File: src/rtl/traffic_light_ctrl_n_pkg.sv
// ---------------------------------------------------------------------------
// traffic_pkg
// Shared types and constants for the two-road traffic-light controller.
//   state_e  : controller phases (3-bit encoding)
//   LAMP_*   : lamp patterns, bit order {red, yellow, green}
//   to_bcd2  : 0..99 binary value to two BCD digits {tens, units}
// ---------------------------------------------------------------------------
package traffic_pkg;

  typedef enum logic [2:0] {
    A_GRN  = 3'd0,
    A_YEL  = 3'd1,
    RED_AB = 3'd2,
    B_GRN  = 3'd3,
    B_YEL  = 3'd4,
    RED_BA = 3'd5,
    NIGHT  = 3'd6
  } state_e;

  localparam logic [2:0] LAMP_RED = 3'b100;
  localparam logic [2:0] LAMP_YEL = 3'b010;
  localparam logic [2:0] LAMP_GRN = 3'b001;
  localparam logic [2:0] LAMP_OFF = 3'b000;

  localparam int REMAIN_W = 7;

  function automatic logic [7:0] to_bcd2(input logic [REMAIN_W-1:0] v);
    logic [3:0] tens;
    logic [3:0] units;
    tens  = 4'(v / 7'd10);
    units = 4'(v % 7'd10);
    return {tens, units};
  endfunction

endpackage

File: src/rtl/traffic_light_ctrl_n_tick_gen.sv
// ---------------------------------------------------------------------------
// tick_gen
// Divides sys_clk down to the countdown tick. The counter runs
// 0..TICK_DIV-1 and tick is high for the single cycle in which the counter
// sits at TICK_DIV-1, so the first tick appears TICK_DIV cycles after reset
// release and the whole controller stays in the sys_clk domain.
// Ports:
//   sys_clk   in  system clock
//   sys_rst_n in  asynchronous active-low reset
//   tick      out one-cycle pulse every TICK_DIV cycles
// ---------------------------------------------------------------------------
module tick_gen #(
  parameter int TICK_DIV = 50000000
) (
  input  logic sys_clk,
  input  logic sys_rst_n,
  output logic tick
);

  localparam int CNT_W = (TICK_DIV > 1) ? $clog2(TICK_DIV) : 1;
  localparam logic [CNT_W-1:0] CNT_LAST = CNT_W'(TICK_DIV - 1);

  if (TICK_DIV < 2) begin : g_bad_tick_div
    $error("tick_gen: TICK_DIV must be at least 2");
  end

  logic [CNT_W-1:0] cnt_p0;

  // Stage p0: free-running divider counter
  always_ff @(posedge sys_clk or negedge sys_rst_n) begin
    if (!sys_rst_n) begin
      cnt_p0 <= '0;
    end else if (cnt_p0 == CNT_LAST) begin
      cnt_p0 <= '0;
    end else begin
      cnt_p0 <= cnt_p0 + 1'b1;
    end
  end

  assign tick = (cnt_p0 == CNT_LAST);

endmodule

File: src/rtl/traffic_light_ctrl_n.sv
// ---------------------------------------------------------------------------
// traffic_light_ctrl_n
// Two-road traffic-light controller with programmable phase durations,
// flashing-yellow night mode and a binary + BCD countdown for the display.
// Optional pedestrian request support is compiled in with `define PED_REQ_EN.
// Ports:
//   sys_clk    in   system clock
//   sys_rst_n  in   asynchronous active-low reset
//   night_en   in   request flashing-yellow mode, sampled on ticks
//   ped_req    in   pedestrian request pulse        (PED_REQ_EN only)
//   light_a    out  road A lamps {red,yellow,green}
//   light_b    out  road B lamps {red,yellow,green}
//   remain     out  ticks remaining in the current phase, binary
//   remain_bcd out  {tens,units} BCD of remain
//   tick       out  one-cycle pulse per countdown tick
//   ped_walk   out  walk signal during a serviced clearance (PED_REQ_EN only)
// ---------------------------------------------------------------------------
module traffic_light_ctrl_n
  import traffic_pkg::*;
#(
  parameter int TICK_DIV  = 50000000,
  parameter int GREEN_T   = 25,
  parameter int YELLOW_T  = 3,
  parameter int ALLRED_T  = 1,
  parameter int PED_MIN_T = 5
) (
  input  logic                sys_clk,
  input  logic                sys_rst_n,
  input  logic                night_en,
`ifdef PED_REQ_EN
  input  logic                ped_req,
  output logic                ped_walk,
`endif
  output logic [2:0]          light_a,
  output logic [2:0]          light_b,
  output logic [REMAIN_W-1:0] remain,
  output logic [7:0]          remain_bcd,
  output logic                tick
);

  if (GREEN_T < 1 || GREEN_T > 99) begin : g_bad_green
    $error("traffic_light_ctrl_n: GREEN_T must be in 1..99");
  end
  if (YELLOW_T < 1 || YELLOW_T > 99) begin : g_bad_yellow
    $error("traffic_light_ctrl_n: YELLOW_T must be in 1..99");
  end
  if (ALLRED_T < 1 || ALLRED_T > 99) begin : g_bad_allred
    $error("traffic_light_ctrl_n: ALLRED_T must be in 1..99");
  end
  if (PED_MIN_T < 1 || PED_MIN_T > GREEN_T) begin : g_bad_ped_min
    $error("traffic_light_ctrl_n: PED_MIN_T must be in 1..GREEN_T");
  end

  localparam logic [REMAIN_W-1:0] GREEN_D  = REMAIN_W'(GREEN_T);
  localparam logic [REMAIN_W-1:0] YELLOW_D = REMAIN_W'(YELLOW_T);
  localparam logic [REMAIN_W-1:0] ALLRED_D = REMAIN_W'(ALLRED_T);
  localparam logic [REMAIN_W-1:0] PED_D    = REMAIN_W'(PED_MIN_T);

  function automatic state_e next_phase(input state_e s);
    case (s)
      A_GRN:   return A_YEL;
      A_YEL:   return RED_AB;
      RED_AB:  return B_GRN;
      B_GRN:   return B_YEL;
      B_YEL:   return RED_BA;
      default: return A_GRN;
    endcase
  endfunction

  function automatic logic [REMAIN_W-1:0] phase_len(input state_e s);
    case (s)
      A_GRN, B_GRN: return GREEN_D;
      A_YEL, B_YEL: return YELLOW_D;
      default:      return ALLRED_D;
    endcase
  endfunction

  // {light_a, light_b} for the normal (non-night) phases
  function automatic logic [5:0] phase_lamps(input state_e s);
    case (s)
      A_GRN:   return {LAMP_GRN, LAMP_RED};
      A_YEL:   return {LAMP_YEL, LAMP_RED};
      B_GRN:   return {LAMP_RED, LAMP_GRN};
      B_YEL:   return {LAMP_RED, LAMP_YEL};
      default: return {LAMP_RED, LAMP_RED};
    endcase
  endfunction

  logic                tick_p0;
  state_e              state_p1;
  state_e              succ_st;
  logic [REMAIN_W-1:0] remain_p1;
  logic                flash_p1;
  logic [2:0]          light_a_p1;
  logic [2:0]          light_b_p1;
  logic                ped_short;

  tick_gen #(
    .TICK_DIV (TICK_DIV)
  ) u_tick_gen (
    .sys_clk   (sys_clk),
    .sys_rst_n (sys_rst_n),
    .tick      (tick_p0)
  );

  assign succ_st = next_phase(state_p1);

`ifdef PED_REQ_EN
  logic ped_pend_p1;
  logic ped_walk_p1;
  logic enter_red;
  logic leave_red;

  assign ped_short = (state_p1 == A_GRN || state_p1 == B_GRN) && ped_pend_p1
                     && (remain_p1 > PED_D);

  // Clearance is entered from a yellow that expires, or from NIGHT on exit.
  assign enter_red = tick_p0 && !night_en &&
                     ((state_p1 == NIGHT) ||
                      ((state_p1 == A_YEL || state_p1 == B_YEL) && remain_p1 == 7'd1));
  // Clearance is left when it expires or when night mode interrupts it.
  assign leave_red = tick_p0 && (state_p1 == RED_AB || state_p1 == RED_BA) &&
                     (night_en || remain_p1 == 7'd1);

  // Stage p1: pedestrian request bookkeeping. The pending request is consumed
  // when its clearance starts, so a request during the walk re-arms it for
  // the following clearance.
  always_ff @(posedge sys_clk or negedge sys_rst_n) begin
    if (!sys_rst_n) begin
      ped_pend_p1 <= 1'b0;
      ped_walk_p1 <= 1'b0;
    end else begin
      if (leave_red) begin
        ped_walk_p1 <= 1'b0;
      end else if (enter_red && ped_pend_p1) begin
        ped_walk_p1 <= 1'b1;
      end

      if (ped_req) begin
        ped_pend_p1 <= 1'b1;
      end else if (enter_red && ped_pend_p1) begin
        ped_pend_p1 <= 1'b0;
      end
    end
  end

  assign ped_walk = ped_walk_p1;
`else
  assign ped_short = 1'b0;
`endif

  // Stage p1: phase sequencer with registered lamps and countdown
  always_ff @(posedge sys_clk or negedge sys_rst_n) begin
    if (!sys_rst_n) begin
      state_p1   <= A_GRN;
      remain_p1  <= GREEN_D;
      flash_p1   <= 1'b0;
      light_a_p1 <= LAMP_GRN;
      light_b_p1 <= LAMP_RED;
    end else if (tick_p0) begin
      if (night_en && state_p1 != NIGHT) begin
        state_p1   <= NIGHT;
        remain_p1  <= '0;
        flash_p1   <= 1'b1;
        light_a_p1 <= LAMP_YEL;
        light_b_p1 <= LAMP_YEL;
      end else if (state_p1 == NIGHT) begin
        if (night_en) begin
          flash_p1   <= ~flash_p1;
          light_a_p1 <= flash_p1 ? LAMP_OFF : LAMP_YEL;
          light_b_p1 <= flash_p1 ? LAMP_OFF : LAMP_YEL;
        end else begin
          // Leaving night always goes through a full clearance first.
          state_p1   <= RED_BA;
          remain_p1  <= ALLRED_D;
          flash_p1   <= 1'b0;
          light_a_p1 <= LAMP_RED;
          light_b_p1 <= LAMP_RED;
        end
      end else if (remain_p1 == 7'd1) begin
        state_p1                 <= succ_st;
        remain_p1                <= phase_len(succ_st);
        {light_a_p1, light_b_p1} <= phase_lamps(succ_st);
      end else if (ped_short) begin
        remain_p1 <= PED_D;
      end else begin
        remain_p1 <= remain_p1 - 7'd1;
      end
    end
  end

  assign light_a    = light_a_p1;
  assign light_b    = light_b_p1;
  assign remain     = remain_p1;
  assign remain_bcd = to_bcd2(remain_p1);
  assign tick       = tick_p0;

endmodule
File: config.mk
export PLATFORM = sky130hd
export DESIGN_NAME = traffic_light_ctrl_n
export DESIGN_NICKNAME = d
export VERILOG_FILES = /design/src/rtl/traffic_light_ctrl_n_pkg.sv /design/src/rtl/traffic_light_ctrl_n_tick_gen.sv /design/src/rtl/traffic_light_ctrl_n.sv
export SDC_FILE = /design/constraint.sdc
export NUM_CORES = 1
export LEC_CHECK = 0
export ABC_AREA = 1
export ABC_CLOCK_PERIOD_IN_PS = 2300
export BUFFER_PORTS_ARGS = -buffer_cell sky130_fd_sc_hd__buf_4
export CAP_MARGIN = 20
export CORE_AREA = 2 2 106 57
export CTS_CLUSTER_SIZE = 12
export DETAILED_ROUTE_END_ITERATION = 8
export DIE_AREA = 0 0 108 59
export GPL_ROUTABILITY_DRIVEN = 0
export GPL_TIMING_DRIVEN = 0
export PLACE_DENSITY = 0.78
export SLEW_MARGIN = 20
export SYNTH_ARGS = -nofsm -noshare
export SYNTH_HDL_FRONTEND = slang
export SYNTH_SLANG_ARGS = --single-unit
File: constraint.sdc
create_clock -name sys_clk -period 2.3 [get_ports sys_clk]
set_clock_uncertainty 0.2 [all_clocks]
set_input_delay 0.115 -clock sys_clk [delete_from_list [all_inputs] [get_ports sys_clk]]
set_output_delay 0.115 -clock sys_clk [all_outputs]
set_load 0.005 [all_outputs]
* Word level (Yosys, flattened, before mapping)
Cells that the tools add are included.
** Word-level totals
- Bits in latches :: 0
- Word-level logic and storage cells :: 57
- Register bits :: 43
- Memories kept :: 0
- Input bits :: 3
- Memory bits (writable) :: 0
- Bits in read-only memories :: 0
** Cells by class
- Shift-type cells :: 0
- $mul :: 0
- Add/subtract/negate cells :: 2
- Magnitude comparators :: 0
- Div/mod/pow operators :: 2
- Reduce and logical (&&, ||, !) cells :: 11
- Mux-type cells :: 23
- Eq/ne operators :: 12
- Bitwise logic cells :: 1
** Operators with widths (number)
- two-way mux 3 bit :: 11
- two-way mux 7 bit :: 4
- adder 26 x 1 -> 26 bit, second input constant :: 1
- == test 26 bit, second input constant :: 1
- two-way mux 26 bit :: 1
- one-hot mux 6 bit (4 select lines) :: 1
- one-hot mux 3 bit (5 select lines) :: 1
- one-hot mux 5 bit (2 select lines) :: 1
- == test 3 x 2 -> 1 bit, second input constant :: 3
- == test 3 bit, second input constant :: 3
- divider 7 x 4 -> 7 bit, second input constant :: 1
- == test 7 x 1 -> 1 bit, second input constant :: 1
- modulo 7 x 4 -> 7 bit, second input constant :: 1
- subtractor 7 x 1 -> 7 bit, second input constant :: 1
- == test 3 x 1 -> 1 bit, second input constant :: 2
- zero test 3 bit :: 2
- inequality test 3 bit, second input constant :: 2
- AND reduction 2 bit :: 3
- OR reduction 2 bit :: 2
- two-way mux 1 bit :: 3
- AND reduction 3 bit :: 1
- nonzero test 3 bit :: 1
- two-way mux 2 bit :: 1
- nonzero test 2 bit :: 1
- 2 further kinds :: 2

* Longest topological paths before layout
Gate-level depths: netlist (run 1).
- Depth in word-level cells :: 8
- Gate-level depth with buffers :: 20

* Hierarchy
Synthesis (run 1) repeated with hierarchy kept, for this count alone.
** Unflattened totals
- Cell total of the unflattened synthesis :: 383
- Area, all modules :: 2722.6 µm²
** Modules (own cells, without submodules)
- tick_gen :: instances 1, cells each 214, area an instance 1520.2 µm², seq. area each 650.6 µm²
- traffic_light_ctrl_n :: instances 1, cells each 169, area an instance 1202.4 µm², seq. area each 431.7 µm²

* Worst setup path before layout (run 1)
OpenSTA, ideal clock, no wires.
- Kind :: register to output
- Start point :: register remain_p1[4] (netlist: remain[4])
- End point :: output remain_bcd[1]
- Cell stages (with the launch flop) :: 19
- Setup slack :: -52 ps
- Arrival time :: 2037 ps
- Data required time :: 1985 ps
- Cell sequence :: dfstp_2 > inv_2 > a21oi_2 > nand2_2 > nand2_2 > nand2_2 > nand3_2 > nand2_2 > nand2_4 > nand2_1 > nand2_1 > inv_1 > ha_1 > inv_1 > nand3_1 > nand2_1 > inv_1 > nand3_1 > nand2_1
** On the way
- Cells in the longest elaborated chain, start to end :: 1
** RTL lines
- start: declaration :: line traffic_light_ctrl_n.sv:92 : logic [REMAIN_W-1:0] remain_p1;
- start signal: assignment :: line traffic_light_ctrl_n.sv:182 : remain_p1 <= phase_len(succ_st);
- start signal: assignment :: line traffic_light_ctrl_n.sv:187 : remain_p1 <= remain_p1 - 7'd1;
- modulo 7 x 4 -> 7 bit :: line traffic_light_ctrl_n_pkg.sv:31 : units = 4'(v % 7'd10);
- end: declaration :: line traffic_light_ctrl_n.sv:37 : output logic [7:0] remain_bcd,
No other way between the ends.

* Worst setup path in the final report (run 1)
Ends and elaborated chain as after synthesis.

==> results of run 1 <==
registers in the layout, indices dropped and copies added (netlist names):
register	flops
u_tick_gen.cnt_p0	26
remain	7
light_a	3
light_b	3
state_p1	3
flash_p1	1
repair_timing:
item | in CTS | in global routing
hold buffers | 2 | 0
pin swaps | 13 | 20
buffers inserted | 9 | 19
endpoints found under the setup margin | 5 | 19
hold endpoints to repair | 47 | 0
gates resized for setup | 28 | 24
layer usage:
layer / vias up / track usage, % / routed length, um
met2: 98 / 37.2 / 3360
met5: - / 0 / 0
met3: 18 / 5.71 / 365
met1: 1245 / 24.8 / 2890
li1: 1261 / - / -
met4: 0 / 9.16 / 138
logic make-up (layout without fill, tap and decap cells):
kind of cell               after synthesis  after routing  share of synthesized area, %
AOI/OAI and AO/OA                       43             43                          9.36
xor gates and xnor gates                18             18                          5.67
DFF                                     43             43                          38.9
and+or+nand+nor                        181            181                          35.0
buffers and inverters                   58            120                          8.33
adders and majority gates                6              6                          2.70
critical path, cell delays in order, from the launching register on:
cell	delay, ns
dfstp_2	0.61
buf_6	0.12
nand2_4	0.07
nand3_4	0.09
nand2_4	0.07
nand2_4	0.13
nand2_4	0.08
nand3_4	0.08
nand2_4	0.08
nand2_4	0.08
nand2_4	0.05
nand2_4	0.09
inv_4	0.04
ha_4	0.15
inv_4	0.07
nand3_4	0.08
nand2_2	0.08
inv_2	0.04
nand3_2	0.05
nand2_2	0.06
buf_6	0.11
area by class of cell:
| cell class | instances | area [sq um] |
|---|---|---|
| sequential | 43 | 1080 |
| clock inverter | 2 | 12.5 |
| fill | 376 | 1760 |
| inverter | 55 | 216 |
| clock buffer | 6 | 72.6 |
| multi-input combinational | 248 | 1660 |
| timing repair buffer | 54 | 429 |
| buffer | 3 | 23.8 |
| tap | 73 | 91.3 |
path summary, 6_finish.rpt:
kind | startpoint | to
worst max-delay path | remain[4] | remain_bcd[1]
worst min register to register | light_a[0] | light_a[0]
worst min-delay path | sys_rst_n | u_tick_gen.cnt_p0[3]
min in group sys_clk | light_a[0] | light_a[0]
max in group asynchronous | sys_rst_n | remain[6]
worst max register to register | u_tick_gen.cnt_p0[1] | u_tick_gen.cnt_p0[24]
cells in the final DEF, fill, tap and decap left out, drive strengths merged:
| cell | n |
|---|---|
| o21ai | 17 |
| o31ai | 3 |
| nor4b | 1 |
| buf | 55 |
| a21oi | 15 |
| clkinvlp | 1 |
| dfstp | 5 |
| xnor2 | 1 |
| a41oi | 1 |
| o311ai | 1 |
| nor3b | 2 |
| a2111oi | 1 |
| nand3 | 32 |
| clkbuf | 6 |
| dfrtp | 38 |
| xor2 | 17 |
| dlygate4sd3 | 2 |
| nor2 | 41 |
| inv | 55 |
| clkinv | 1 |
| nor4 | 3 |
| nand2 | 81 |
| ha | 6 |
| a31oi | 2 |
| nand4 | 12 |
| nor3 | 9 |
| o22ai | 3 |
report_power, final:
part	total (uW)	internal [uW]	switching, uW
Clock	482	212	269
Sequential	778	766	11.6
Combinational	213	92.8	121
through the flow:
| stage | total power [uW] | hold WS (ns) | cells | TNS (ns) |
|---|---|---|---|---|
| global route | 1540 | 0.183 | 484 | -2.84 |
| finish | 1470 | 0.128 | 484 | -2.04 |
| CTS | 1450 | 0.149 | 465 | -1.70 |
| global placement | 933 | -0.0737 | 446 | -0.464 |
| detailed placement | 940 | -0.0650 | 446 | -0.893 |
| floorplan | 876 | -0.381 | 349 | 0 |
==> metrics.csv, run 1 <==
stage;metric;value;unit
cells_and_area;Area Overhead vs Synth;29.2;%
worst_setup_path;largest fanout on the critical path;5;
global_route;vias in the first global route;2422;
floorplan;boundary pin count;25;
routing;Post-DRT Antenna Nets;0;
clocking;Num CTS Buffers;5;
clocking;Clock transition at path regs;0.08;ns
clocking;H-tree levels;2;
synthesis;area share of the largest cell type after synthesis;34.2;%
global_route;global route overflow;0;
clocking;Num Clock Sinks;43;
synthesis;Mapped Cells;349;
power;VDD IR-drop max;0.253;mV
place;worst slack, placed;-0.301;ns
cells_and_area;Final Cell Area;3590;sq um
worst_setup_path;CP Launch Type;flop;
worst_setup_path;R2R Setup Slk;0.02;ns
cells_and_area;Core Util, Final;67.2;%
synthesis;Async SR Flop Fraction;100;%
synthesis;Synth Area per Inst;7.97;sq um
hold_path;HP Class;in -> async;
floorplan;die area;6370;sq um
sta;final hold violations;0;
routing;via count;2622;
routing;Wirelength per Cell;13.9;um
global_route;total track usage;21.1;%
floorplan;die width;108;um
routing;drt drc;0;
synthesis;yosys warns;0;
synthesis;post-synthesis sequential area ratio;38.9;%
synthesis;syn nets;358;
place;detailed placer's ending HPWL;4350;um
power;P_leak;0.00180;uW
sta;Tcrit/Tclk final;124;%
worst_setup_path;Setup CP Type;reg -> out;
routing;Post-Route WL;6750;um
clocking;Clock Latency Late Sink;0.30;ns
routing;vias per inst;5.42;
synthesis;Cell variety after synth;41;
place;IO Port Bufs;24;
routing;Pre-Repair DR Iteration Count;5;
cells_and_area;nets;419;
worst_setup_path;Setup crit end kind;primary output;
worst_setup_path;worst r2r path cells;12;
clocking;deepest clock path buffer count;2;
floorplan;site row count;19;
power;power density over the cells;410;nW/um^2
sta;Pins Over Slew Limit;0;
synthesis;most frequent cell after synthesis;nand2_1;
sta;fmax;0.350;GHz
synthesis;most common library cells after synthesis;nand2_1, inv_1, dfrtp_1;
synthesis;Synth Cell Area;2780;sq um
cells_and_area;share of layout cells above drive strength 1;37.2;%
global_route;largest net degree at the start of global routing;44;
flow_run;max-cap viol count;0;
status;violations in the final reports;setup timing;
synthesis;#FFs+latches synth;43;
status;status;finished, violations left;
synthesis;main flop type after synthesis;dfrtp_1;
sta;post-route setup slack;-0.560;ns
clocking;CTS tree;yes;
synthesis;area leader, netlist;dfrtp_1;
synthesis;Post-synth EDFFs;0;
global_route;first-pass GRT wire length;10400;um
sta;RSZ-0062 raised after global routing;yes;
floorplan;die height;59;um
cells_and_area;Ant. Diodes;0;
sta;Tmin final;2.86;ns
sta;slew margin rel.;64.5;%
sta;final setup fails;5;
place;Post-DP Area;3070;sq um
sta;Worst Max-Slew Pin Slew;0.533;ns
routing;1st-iter DRT viols;165;
worst_setup_path;endpoint required time on the critical path;1.99;ns
floorplan;core area;5350;sq um
synthesis;top area cells in the synthesized netlist;dfrtp_1, nand2_1, inv_1;
floorplan;Starting Density;52.0;%
clocking;Root Buffer;clkbuf_8;
worst_setup_path;Critical Path AT;2.54;ns
global_route;initial antenna violation count;0;
Note: power is estimated with default switching activity, not from simulation.
==> run 2: changes to the inputs <==
Settings changed: SKIP_LAST_GASP from default to 1, TNS_END_PERCENT from default to 50.
==> run 2 against run 1 <==
  * Highest routed layer unchanged
  * The flow still finishes with violations (setup timing)
  * Via count shrank 2.9%
  * Total power down 0.66%
  * Die area did not move
  * Critical path type unchanged
  * Utilization decreased by 1.3 points
  * Largest power group unchanged
==> metrics.csv, run 2 (synthesis results as in run 1) <==
stage;metric;value;unit
status;violations in the final reports;setup timing;
worst_setup_path;cell mode on critical path;nand2_4;
worst_setup_path;Critical Path AT;2.54;ns
routing;1st-iter DRT viols;199;
worst_setup_path;Worst Path Buf+Inv;5;
sta;Tmin final;2.85;ns
clocking;Clock transition at path regs;0.08;ns
place;detailed placer's ending HPWL;4350;um
cells_and_area;Ant. Diodes;0;
floorplan;die width;108;um
floorplan;die height;59;um
routing;Pre-Repair DR Iteration Count;5;
sta;post-route setup TNS;-2.07;ns
worst_setup_path;Setup crit end kind;primary output;
sta;Tcrit/Tclk final;124;%
hold_path;HP Class;in -> async;
power;VDD IR-drop max;0.252;mV
floorplan;boundary pin count;25;
routing;drt drc;0;
worst_setup_path;Worst Setup SP;remain[4];
routing;vias per inst;5.31;
global_route;global route overflow;0;
global_route;first-pass GRT wire length;10400;um
sta;final setup fails;5;
worst_setup_path;CP peak stage delay;0.61;ns
cells_and_area;nets;415;
worst_setup_path;largest fanout on the critical path;5;
clocking;Root Buffer;clkbuf_8;
global_route;initial antenna violation count;0;
sta;Pins Over Slew Limit;0;
worst_setup_path;slowest cell on the critical path;dfstp_2;
power;P_leak;0.00175;uW
routing;Post-Route WL;6540;um
power;total power;1460;uW
global_route;largest net degree at the start of global routing;44;
sta;fmax;0.351;GHz
clocking;Num CTS Buffers;5;
clocking;H-tree levels;2;
place;IO Port Bufs;24;
cells_and_area;Area Overhead vs Synth;26.7;%
worst_setup_path;Setup CP Type;reg -> out;
worst_setup_path;endpoint required time on the critical path;1.99;ns
routing;Post-DRT Antenna Nets;0;
status;status;finished, violations left;
worst_setup_path;worst r2r path cells;12;
cells_and_area;Layout fillers;398;
clocking;Clock Latency Late Sink;0.30;ns
clocking;Num Clock Sinks;43;
floorplan;Starting Density;52.0;%
sta;RSZ-0062 raised after global routing;yes;
routing;via count;2547;
worst_setup_path;RR Endpoint;u_tick_gen.cnt_p0[24];
floorplan;site row count;19;
worst_setup_path;CP Launch Type;flop;
floorplan;core area;5350;sq um
worst_setup_path;CP endpoint;remain_bcd[1];
routing;Wirelength per Cell;13.6;um
floorplan;die area;6370;sq um
cells_and_area;share of layout cells above drive strength 1;35.4;%
sta;post-route setup slack;-0.550;ns
worst_setup_path;worst r2r src;u_tick_gen.cnt_p0[1];
power;power density over the cells;415;nW/um^2
global_route;total track usage;21.0;%
sta;final hold violations;0;
worst_setup_path;R2R Setup Slk;0.06;ns
worst_setup_path;worst-path cell chain;buf_6 -> nand2_4 -> nand3_4 -> nand2_4 -> nand2_4 -> nand2_4 -> nand3_4 -> nand2_4 -> nand2_4 -> nand2_4 -> nand2_4 -> inv_4 -> ha_4 -> inv_4 -> nand3_4 -> nand2_2 -> inv_2 -> nand3_2 -> nand2_1 -> buf_6;
cells_and_area;commonest cells after routing, fill and taps aside;nand2_1, buf_4, inv_1;
worst_setup_path;CP Depth;20;
clocking;CTS tree;yes;
flow_run;max-cap viol count;0;
cells_and_area;commonest non-fill, non-tap cell in the layout;nand2_1;
clocking;deepest clock path buffer count;2;
worst_setup_path;Top Family by Delay on Critical Path;simple AND/OR/NAND/NOR gates;
cells_and_area;Top reg by flops;u_tick_gen.cnt_p0;
sta;slew margin rel.;64.5;%
sta;Worst Max-Slew Pin Slew;0.533;ns
global_route;vias in the first global route;2412;
cells_and_area;max reg flops;26;
## run 2: cell count changes in the layout (fill, tap and decap cells not counted), sizes merged
cell / change
buf: -4
## run 2: worst min path at each step
stage / startpoint / endpoint / slack (ns)
after floorplan: sys_rst_n / flash_p1 / -0.38
after global placement: sys_rst_n / u_tick_gen.cnt_p0[1] / -0.07
after detailed placement: sys_rst_n / u_tick_gen.cnt_p0[2] / -0.06
after CTS: sys_rst_n / u_tick_gen.cnt_p0[5] / 0.15
after global routing: sys_rst_n / u_tick_gen.cnt_p0[5] / 0.18
final: sys_rst_n / u_tick_gen.cnt_p0[3] / 0.13
## run 2: final cells by class
class | instances | area, sq um | share of cell area (%)
clock buffer | 6 | 72.6 | 2.06
buffer | 3 | 23.8 | 0.675
sequential | 43 | 1080 | 30.8
tap | 73 | 91.3 | 2.59
multi-input combinational | 248 | 1630 | 46.3
clock inverter | 2 | 12.5 | 0.355
timing repair buffer | 50 | 392 | 11.1
inverter | 55 | 216 | 6.14
## run 2: metrics by stage
stage          hold WS, ns  instances  area, sq um  utilization (%)  setup slack, ns
6_report             0.132        480         3520             65.9           -0.550
4_1_cts              0.149        465         3330             62.3           -0.514
2_1_floorplan       -0.381        349         2800                -          0.00876
3_5_place_dp       -0.0650        446         3070             57.3           -0.301
3_3_place_gp       -0.0737        446         3070             57.3           -0.184
5_1_grt              0.180        480         3520             65.9           -0.668
## run 2: where the power goes
part	total, uW	switching (uW)	leakage, uW	internal, uW
clock	482	269	0.0000412	212
combinational	204	116	0.00116	87.9
sequential	777	11.1	0.000548	766
total	1460	397	0.00175	1070
## run 2: routing by layer
layer	wire length (um)	GRT usage (%)	up-vias
met1	2910	24.8	1201
met2	3270	37.2	80
li1	-	-	1252
met3	255	5.27	14
met5	0	0	-
met4	105	8.97	0
## run 2: repair_timing
item	in CTS	in global routing
hold buffers	2	0
gates resized for setup	20	23
endpoints found under the setup margin	5	20
endpoints found under the hold margin	47	0
pin swaps	10	18
buffers inserted	9	15
